File: config.mk
export PLATFORM = sky130hd
export DESIGN_NAME = i2c_responder
export DESIGN_NICKNAME = d
export VERILOG_FILES = /design/src/rtl/i2c_responder.sv
export SDC_FILE = /design/constraint.sdc
export NUM_CORES = 1
export LEC_CHECK = 0
export BUFFER_PORTS_ARGS = -buffer_cell sky130_fd_sc_hd__buf_2
export CAP_MARGIN = 15
export CORE_ASPECT_RATIO = 2
export CORE_MARGIN = 2
export CORE_UTILIZATION = 55
export CTS_CLUSTER_SIZE = 12
export DETAILED_ROUTE_END_ITERATION = 7
export PLACE_DENSITY = 0.87
export SLEW_MARGIN = 20
export SYNTH_ARGS = -nofsm -noshare
export SYNTH_HDL_FRONTEND = slang
export SYNTH_SLANG_ARGS = --single-unit
File: constraint.sdc
create_clock -name clk -period 6.6 [get_ports clk]
set_clock_uncertainty 0.1 [all_clocks]
set_input_delay 0.33 -clock clk [delete_from_list [all_inputs] [get_ports clk]]
set_output_delay 0.33 -clock clk [all_outputs]
set_load 0.005 [all_outputs]
File: src/rtl/i2c_responder.sv
// I2C target for the config bus: address match, pointer write, burst write and
// burst read against an external register file through a strobe/address port.
module i2c_responder #(
  parameter logic [6:0] DEV_ADDR = 7'h39
) (
  input  logic       clk,
  input  logic       rst,
  input  logic       scl_in,
  input  logic       sda_in,
  output logic       sda_oe,
  output logic [7:0] reg_addr,
  output logic [7:0] reg_wdata,
  output logic       reg_wr,
  input  logic [7:0] reg_rdata,
  output logic       busy
);

  typedef enum logic [3:0] {
    S_IDLE, S_ADDR, S_ADDR_ACK, S_PTR, S_PTR_ACK,
    S_WDATA, S_WDATA_ACK, S_RDATA, S_RD_ACK
  } state_t;

  state_t      r_state, w_state_nxt;
  logic        r_scl_s1, r_scl_s2, r_scl_h;
  logic        r_sda_s1, r_sda_s2, r_sda_h;
  logic [2:0]  r_cnt;
  logic        r_ackph;
  logic        r_rw;
  logic [6:0]  r_rx;
  logic [6:0]  r_tx;
  logic        r_sda_oe, r_busy, r_reg_wr;
  logic [7:0]  r_reg_addr, r_reg_wdata;

  logic        w_scl_rise, w_scl_fall, w_start, w_stop, w_last;
  logic        w_rx_en, w_cnt_en;
  logic [7:0]  w_byte;
  logic        w_oe_nxt, w_busy_nxt, w_wr_nxt, w_ptr_ld;
  logic        w_tx_ld, w_tx_sh, w_rd_inc, w_ack_set;

  // Sync flops reset high so a released bus shows no spurious edge
  always_ff @(posedge clk or posedge rst) begin
    if (rst) begin
      {r_scl_s1, r_scl_s2, r_scl_h} <= 3'b111;
      {r_sda_s1, r_sda_s2, r_sda_h} <= 3'b111;
    end else begin
      {r_scl_s1, r_scl_s2, r_scl_h} <= {scl_in, r_scl_s1, r_scl_s2};
      {r_sda_s1, r_sda_s2, r_sda_h} <= {sda_in, r_sda_s1, r_sda_s2};
    end
  end

  assign w_scl_rise = r_scl_s2 & ~r_scl_h;
  assign w_scl_fall = ~r_scl_s2 & r_scl_h;
  assign w_start    = r_scl_s2 & r_scl_h & r_sda_h & ~r_sda_s2;
  assign w_stop     = r_scl_s2 & r_scl_h & ~r_sda_h & r_sda_s2;
  assign w_byte     = {r_rx, r_sda_s2};
  assign w_last     = (r_cnt == 3'd7);
  assign w_rx_en    = w_scl_rise &&
                      (r_state == S_ADDR || r_state == S_PTR || r_state == S_WDATA);
  assign w_cnt_en   = w_rx_en || (r_state == S_RDATA && w_scl_fall);

  always_ff @(posedge clk or posedge rst) begin
    if (rst) r_state <= S_IDLE;
    else     r_state <= w_state_nxt;
  end

  always_comb begin
    w_state_nxt = r_state;
    if (w_stop)       w_state_nxt = S_IDLE;
    else if (w_start) w_state_nxt = S_ADDR;
    else begin
      case (r_state)
        S_ADDR:
          if (w_scl_rise && w_last)
            w_state_nxt = (w_byte[7:1] == DEV_ADDR) ? S_ADDR_ACK : S_IDLE;
        S_ADDR_ACK:
          if (w_scl_fall && r_ackph) w_state_nxt = r_rw ? S_RDATA : S_PTR;
        S_PTR:
          if (w_scl_rise && w_last) w_state_nxt = S_PTR_ACK;
        S_PTR_ACK, S_WDATA_ACK:
          if (w_scl_fall && r_ackph) w_state_nxt = S_WDATA;
        S_WDATA:
          if (w_scl_rise && w_last) w_state_nxt = S_WDATA_ACK;
        S_RDATA:
          if (w_scl_fall && w_last) w_state_nxt = S_RD_ACK;
        S_RD_ACK:
          if (w_scl_rise && !r_ackph && r_sda_s2) w_state_nxt = S_IDLE;
          else if (w_scl_fall && r_ackph)         w_state_nxt = S_RDATA;
        default: w_state_nxt = S_IDLE;
      endcase
    end
  end

  // ACK phase: first fall drives low, second fall releases (or starts a read byte)
  always_comb begin
    w_oe_nxt   = r_sda_oe;
    w_busy_nxt = r_busy;
    w_wr_nxt   = 1'b0;
    w_ptr_ld   = 1'b0;
    w_tx_ld    = 1'b0;
    w_tx_sh    = 1'b0;
    w_rd_inc   = 1'b0;
    w_ack_set  = 1'b0;
    if (w_stop) begin
      w_oe_nxt   = 1'b0;
      w_busy_nxt = 1'b0;
    end else if (w_start) begin
      w_oe_nxt = 1'b0;
    end else begin
      case (r_state)
        S_ADDR:
          if (w_scl_rise && w_last) w_busy_nxt = (w_byte[7:1] == DEV_ADDR);
        S_ADDR_ACK, S_PTR_ACK, S_WDATA_ACK:
          if (w_scl_fall) begin
            if (!r_ackph) begin
              w_oe_nxt  = 1'b1;
              w_ack_set = 1'b1;
            end else if (r_state == S_ADDR_ACK && r_rw) begin
              w_tx_ld  = 1'b1;
              w_oe_nxt = ~reg_rdata[7];
            end else begin
              w_oe_nxt = 1'b0;
            end
          end
        S_PTR:   w_ptr_ld = w_scl_rise && w_last;
        S_WDATA: w_wr_nxt = w_scl_rise && w_last;
        S_RDATA:
          if (w_scl_fall) begin
            if (w_last) w_oe_nxt = 1'b0;
            else begin
              w_tx_sh  = 1'b1;
              w_oe_nxt = ~r_tx[6];
            end
          end
        S_RD_ACK:
          if (w_scl_rise && !r_ackph) begin
            if (r_sda_s2) w_busy_nxt = 1'b0;
            else begin
              w_rd_inc  = 1'b1;
              w_ack_set = 1'b1;
            end
          end else if (w_scl_fall && r_ackph) begin
            w_tx_ld  = 1'b1;
            w_oe_nxt = ~reg_rdata[7];
          end
        default: ;
      endcase
    end
  end

  always_ff @(posedge clk or posedge rst) begin
    if (rst) begin
      r_cnt       <= '0;
      r_ackph     <= 1'b0;
      r_rw        <= 1'b0;
      r_rx        <= '0;
      r_tx        <= '0;
      r_sda_oe    <= 1'b0;
      r_busy      <= 1'b0;
      r_reg_wr    <= 1'b0;
      r_reg_addr  <= '0;
      r_reg_wdata <= '0;
    end else begin
      r_sda_oe <= w_oe_nxt;
      r_busy   <= w_busy_nxt;
      r_reg_wr <= w_wr_nxt;
      if (w_wr_nxt) r_reg_wdata <= w_byte;
      if (w_ptr_ld)                    r_reg_addr <= w_byte;
      else if (r_reg_wr || w_rd_inc)   r_reg_addr <= r_reg_addr + 8'd1;
      if (w_rx_en) r_rx <= w_byte[6:0];
      if (r_state == S_ADDR && w_rx_en && w_last) r_rw <= r_sda_s2;
      // tx holds bits 6..0; bit 7 goes straight from reg_rdata to the pin
      if (w_tx_ld)      r_tx <= reg_rdata[6:0];
      else if (w_tx_sh) r_tx <= {r_tx[5:0], 1'b0};
      if (w_state_nxt != r_state || w_start) begin
        r_cnt   <= '0;
        r_ackph <= 1'b0;
      end else begin
        if (w_cnt_en)  r_cnt   <= r_cnt + 3'd1;
        if (w_ack_set) r_ackph <= 1'b1;
      end
    end
  end

  assign sda_oe    = r_sda_oe;
  assign busy      = r_busy;
  assign reg_wr    = r_reg_wr;
  assign reg_addr  = r_reg_addr;
  assign reg_wdata = r_reg_wdata;

endmodule
==> impl_metrics.yaml, run 1 <==
global_routing:
  groute.usage.overall_pct: 21.6
  grt_max_degree: 49
  gr-total-overflow: 0
  grt_pass1_vias: 1855
  antenna_found_initial: 0
  grt_pass1_wl_um: 8180
detailed_routing:
  drt_drc_violations_left: 0
  ant_nets: 0
  drt_iter0_drc: 63
  drt_first_pass_iters: 4
  vias_per_cell: 6.01
  wl_per_cell_um: 15.7
  wirelength_um: 4840
  vias: 1856
synth:
  ys_types: 43
  yosys_warnings: 0
  synth_area_leaders: "dfrtp_1 43%, mux2_2 7.4%, dfstp_2 6.5%"
  syn_area_um2: 2420
  async_flop_share_pct: 100
  synth_top_area_share_pct: 43.3
  synth_flop_cell: "dfrtp_1"
  yosysSeqAreaShare_pct: 49.8
  synth_fp_nets: 245
  synth_area_per_cell_um2: 10.5
  synth_edf_count: 0
  syn_inst: 230
  ys_seq_elements: 48
  yosysTopAreaCell: "dfrtp_1"
place:
  place_inst: 301
  place_congestion: 0.955
  hpwlAfterDp_um: 3510
  numPortBuffers: 30
  dp_worst_setup_slack_ps: 3740
setup_path:
  cp_num_cells: 6
  arrival_ps: 2830
  r2r_start: "r_state[3]$_DFF_PP0_"
  start_kind: "register"
  path_cells: "nor4b_2 -> a31oi_1 -> nor2_1 -> nand3_1 -> xor2_1 -> o21ai_0"
  reg2reg_depth: 6
  cp_slowest_cell: "nor4b_2"
  cp_max_fo: 14
  r2r_slack_ps: 3880
  end_kind: "register"
  reg2reg_to: "reg_addr[5]$_DFFE_PP0P_"
  cp_num_buf_inv: 0
  cp.required_ps: 6720
  path_delay_family: "simple AND/OR/NAND/NOR gates"
  startpoint: "r_state[3]$_DFF_PP0_"
  max_stage_delay_ps: 790
  criticalPathCategory: "reg2reg"
  crit_path_end: "reg_addr[5]$_DFFE_PP0P_"
sta:
  slew-limit-headroom_pct: 37.5
  post-route-period-util_pct: 41.2
  finalSetupViolCount: 0
  fmax_mhz: 368
  finalCriticalPeriod_ps: 2720
  fin_ws_ps: 3880
  holdWs_ps: 23.3
  rsz0062_at_grt: "no"
  fin_tns_setup_ps: 0
  worst_pin_slew_ps: 936
  hold_viol: 0
  slew_violations: 0
power_and_ir_drop:
  max-vdd-ir-drop_mv: 0.234
  p_leak_nw: 1.23
  cellPowerDensity_nw_per_um2: 211
clocking:
  holdBufCountCts: 0
  cts_sinks: 48
  h-tree-depth: 2
  cts_tree: "yes"
  clock_latency_ps: 300
  cts_setup_buffers: 0
  cts_buffer_depth: 2
  clk_pin_slew_ps: 90
  cts_buffers: 5
  ctsRootBufferMaster: "clkbuf_8"
  ctsResizeCount: 0
floorplanning:
  die_area_um2: 4990
  die_y_um: 97.9
  ios: 31
  initial_core_util_pct: 56.4
  core_area_um2: 4300
  num_rows: 34
  die_w_um: 51.0
layout:
  fin_cells: 309
  final_cell_mix: "42 x dfrtp_1, 30 x buf_2, 22 x nand2_1"
  final_common_cell: "dfrtp_1"
  post-route-util_pct: 63.0
  drive_above_1_share_pct: 26.7
  nets: 269
  area_delta_synth_final_pct: 11.6
  antenna_cells: 0
hold_path:
  hold_depth: 1
  hold_path.class: "in2reg"
flow_run:
  max-cap-violations: 0
run_status:
  status: "finished clean"
[per-layer routing]
layer  part of all wire (%)  up-vias  track usage, %  routed length, µm
met3                    5.3       26            3.98                255
met1                     38      877            25.4               1830
met2                     52       81            35.3               2520
met4                    4.8        0            13.7                233
li1                       -      872               -                  -
met5                      0        -               0                  0
[metrics by stage]
stage	area (µm²)	power [mW]
2_1_floorplan	2420	0.344
3_3_place_gp	2580	0.353
3_5_place_dp	2580	0.356
4_1_cts	2710	0.572
5_1_grt	2710	0.591
6_report	2710	0.571
[sequential cells by signal, summed over array words and instances (netlist names), 3 cells and up]
signal,flops
r_rx,7
reg_addr,8
r_cnt,3
r_tx,7
reg_wdata,8
r_state,4
[synthesized netlist by cell type, types with 5 or more instances]
master / instances
dfrtp_1: 42
nand2_1: 22
nor2_1: 18
mux2_2: 16
o21ai_0: 15
a21oi_1: 12
nand3_1: 9
clkbuf_1: 8
mux2i_1: 8
dfstp_2: 6
inv_1: 6
nor3_1: 6
xor2_1: 6
xnor2_1: 5
[cell families (layout without fill, tap and decap cells)]
group	after synthesis	count (layout)	share of synthesized area, %
AND/OR/NAND/NOR	79	79	17.5
flip-flops	48	48	49.8
AO/OA/AOI/OAI	45	45	12.6
multiplexers	24	24	10.7
buffers and inverters	19	44	3.35
XOR/XNOR	11	11	3.97
adder cells (fa/ha/maj)	4	4	1.96
[worst min path at each step]
stage	endpoint	startpoint	slack [ps]
floorplan	r_scl_s1$_DFF_PP1_	scl_in	230
global placement	r_sda_s2$_DFF_PP1_	r_sda_s1$_DFF_PP1_	250
detailed placement	r_sda_s2$_DFF_PP1_	r_sda_s1$_DFF_PP1_	250
CTS	r_scl_s1$_DFF_PP1_	scl_in	20
global route	r_scl_s1$_DFF_PP1_	scl_in	10
finish	r_scl_s1$_DFF_PP1_	scl_in	20
[report_power, final]
group          switching (mW)  internal [mW]
registers              0.0139          0.305
logic                  0.0175         0.0141
clock network          0.0968          0.124
[cell type report]
class / count / area, µm²
Fill cell: 352 / 1590
Sequential cell: 48 / 1210
Multi-Input combinational cell: 163 / 1130
Timing Repair Buffer: 30 / 150
Clock buffer: 6 / 82.6
Tap cell: 54 / 67.6
Clock inverter: 2 / 38.8
Inverter: 6 / 22.5
Power figures use the tool's default switching activity.
==> run 2, diff against run 1 <==
--- a/config.mk
+++ b/config.mk
@@ -5,6 +5,7 @@
 export SDC_FILE = /design/constraint.sdc
 export NUM_CORES = 1
 export LEC_CHECK = 0
+export ABC_AREA = 1
 export BUFFER_PORTS_ARGS = -buffer_cell sky130_fd_sc_hd__buf_2
 export CAP_MARGIN = 15
 export CORE_ASPECT_RATIO = 2
==> constraint.sdc (replaced) <==
create_clock -name clk -period 2.6 [get_ports clk]
set_clock_uncertainty 0.1 [all_clocks]
set_input_delay 0.13 -clock clk [delete_from_list [all_inputs] [get_ports clk]]
set_output_delay 0.13 -clock clk [all_outputs]
set_load 0.005 [all_outputs]
==> run 2 against run 1 <==
Effect of this change: largest cell class unchanged; critical path type unchanged; sequential share of layout area decreased by 2.0 points; sequential power increased by 140%; setup slack got worse by 3500 ps; critical path depth increased by 7; critical endpoint is now r_ackph$_DFFE_PP0P_.
==> impl_metrics.yaml, run 2 <==
run_status:
  status: "finished clean"
synth:
  ys_types: 31
  yosys_warnings: 0
  syn_inst: 306
  async_flop_share_pct: 100
  synth_area_per_cell_um2: 7.98
  yosysMostFrequentCell: "nand2_1"
  synth_top_area_share_pct: 43.1
  yosysSeqAreaShare_pct: 49.5
  synth_fp_nets: 321
  synth_flop_cell: "dfrtp_1"
  syn_area_um2: 2440
  synth_edf_count: 0
  synth_area_leaders: "dfrtp_1 43%, nand2_1 11%, dfstp_2 6.5%"
  ys_top_cells_by_count: "74 x nand2_1, 42 x dfrtp_1, 40 x inv_1, 31 x nor2_1, 30 x o21ai_0"
  yosysTopAreaCell: "dfrtp_1"
  ys_seq_elements: 48
setup_path:
  reg2reg_depth: 13
  cp_max_fo: 18
  criticalPathCategory: "reg2reg"
  end_kind: "register"
  reg2reg_to: "r_ackph$_DFFE_PP0P_"
  r2r_slack_ps: 360
  arrival_ps: 2380
  cp.required_ps: 2740
  r2r_start: "r_cnt[0]$_DFFE_PP0P_"
  start_kind: "register"
  startpoint: "r_cnt[0]$_DFFE_PP0P_"
power_and_ir_drop:
  clkPwrFrac_pct: 35.2
  p_int_mw: 0.981
  pwr-share-comb_pct: 5.6
  p_sw_share_pct: 24.6
  p_leak_nw: 1.53
  finalPower_mw: 1.30
  max-vdd-ir-drop_mv: 0.399
  p_switching_mw: 0.320
  seqPwrFrac_pct: 59.3
  cellPowerDensity_nw_per_um2: 459
sta:
  holdWs_ps: 8.99
  fmax_mhz: 447
  fin_tns_setup_ps: 0
  finalSetupViolCount: 0
  hold_viol: 0
  rsz0062_at_grt: "no"
  slew-limit-headroom_pct: 47.8
  worst_pin_slew_ps: 782
  slew_violations: 0
  post-route-period-util_pct: 86.0
  finalCriticalPeriod_ps: 2240
  fin_ws_ps: 364
layout:
  final_common_cell: "nand2_1"
  final_cell_mix: "74 x nand2_1, 42 x dfrtp_1, 39 x inv_1"
  area_delta_synth_final_pct: 16.1
  nFillCells: 383
  post-route-util_pct: 66.0
  nets: 364
  drive_above_1_share_pct: 19.4
  antenna_cells: 0
clocking:
  cts_tree: "yes"
  h-tree-depth: 2
  cts_setup_buffers: 0
  cts_buffers: 5
  cts_sinks: 48
  cts_buffer_depth: 2
  ctsRootBufferMaster: "clkbuf_8"
  clock_latency_ps: 310
  clk_pin_slew_ps: 90
floorplanning:
  ios: 31
  die_area_um2: 5020
  die_y_um: 98.2
  num_rows: 34
  initial_core_util_pct: 56.8
  core_area_um2: 4300
  die_w_um: 51.1
detailed_routing:
  wirelength_um: 5820
  drt_drc_violations_left: 0
  drt_iter0_drc: 70
  wl_per_cell_um: 14.4
  vias_per_cell: 5.30
  ant_nets: 0
  drt_first_pass_iters: 4
  vias: 2140
global_routing:
  antenna_found_initial: 0
  groute.usage.overall_pct: 25.8
  gr-total-overflow: 0
  grt_pass1_vias: 2117
  grt_pass1_wl_um: 9560
  grt_max_degree: 49
place:
  dp_worst_setup_slack_ps: 402
  numPortBuffers: 30
  place_congestion: 1.00
  hpwlAfterDp_um: 4420
hold_path:
  min_from: "reg_rdata[6]"
  hold_path.class: "in2reg"
  holdPathEnd: "r_tx[6]$_DFFE_PP0P_"
  hold_depth: 3
flow_run:
  max-cap-violations: 0
[run 2: area by class of cell]
| cell class | instances | area (µm²) | share of cell area [%] |
|---|---|---|---|
| clock buffers | 5 | 68.8 | 2.43 |
| clock inverters | 3 | 22.5 | 0.795 |
| inverters | 46 | 176 | 6.23 |
| multi-input cells | 208 | 1040 | 36.8 |
| flip-flops and latches | 48 | 1210 | 42.6 |
| well taps | 54 | 67.6 | 2.38 |
| repair buffers | 40 | 248 | 8.74 |
[run 2: worst max path at each step]
stage	slack (ps)	end
CTS	350	r_ackph$_DFFE_PP0P_
global route	160	r_ackph$_DFFE_PP0P_
finish	360	r_ackph$_DFFE_PP0P_
detailed placement	400	r_cnt[2]$_DFFE_PP0P_
global placement	510	r_cnt[1]$_DFFE_PP0P_
floorplan	780	r_ackph$_DFFE_PP0P_
[run 2: worst max-delay path: stages, from the launching register on]
cell     delay, ps
dfrtp_1        400
ha_1           210
ha_1           220
nand3_1        180
inv_1          110
nand2_2        230
nand2_1         80
nor2_1         100
nand3_1        100
nand2_1         90
nand2_1         50
nand2_1         70
nand3_2        110
nor2_1         120
[run 2: metal layers]
| metal | track usage [%] | part of all wire [%] | vias up |
|---|---|---|---|
| met4 | 17.3 | 5.7 | 0 |
| met1 | 25.4 | 36 | 997 |
| met3 | 3.82 | 2.4 | 23 |
| met2 | 47.0 | 56 | 55 |
| li1 | - | - | 1065 |
| met5 | 0 | 0 | - |
[run 2: cells by family (layout without fill, tap and decap cells)]
group,count (synthesis),after routing,share of synthesized area [%]
xor gates and xnor gates,6,6,2.15
adders and majority gates,3,3,1.54
and+or+nand+nor,140,140,24.3
muxes,2,2,0.923
buffers and inverters,50,94,7.79
DFF,48,48,49.5
AOI/OAI and AO/OA,57,57,13.7
[run 2: through the flow]
stage	cells	cell area [µm²]
6_report	404	2830
5_1_grt	404	2830
4_1_cts	404	2830
3_5_place_dp	387	2650
3_3_place_gp	387	2650
2_1_floorplan	306	2440
[run 2: what timing repair did]
item                      in CTS  in global routing
hold endpoints to repair      50                  0
gates resized for setup        0                  0
hold buffers                   9                  0
[run 2: power groups by stage]
stage / registers (mW) / clock network [mW] / logic (mW)
after global placement: 0.785 / 0 / 0.0598
after floorplan: 0.783 / 0 / 0.0390
after detailed placement: 0.786 / 0 / 0.0620
after global routing: 0.773 / 0.489 / 0.0822
after CTS: 0.771 / 0.465 / 0.0723
final: 0.772 / 0.457 / 0.0722
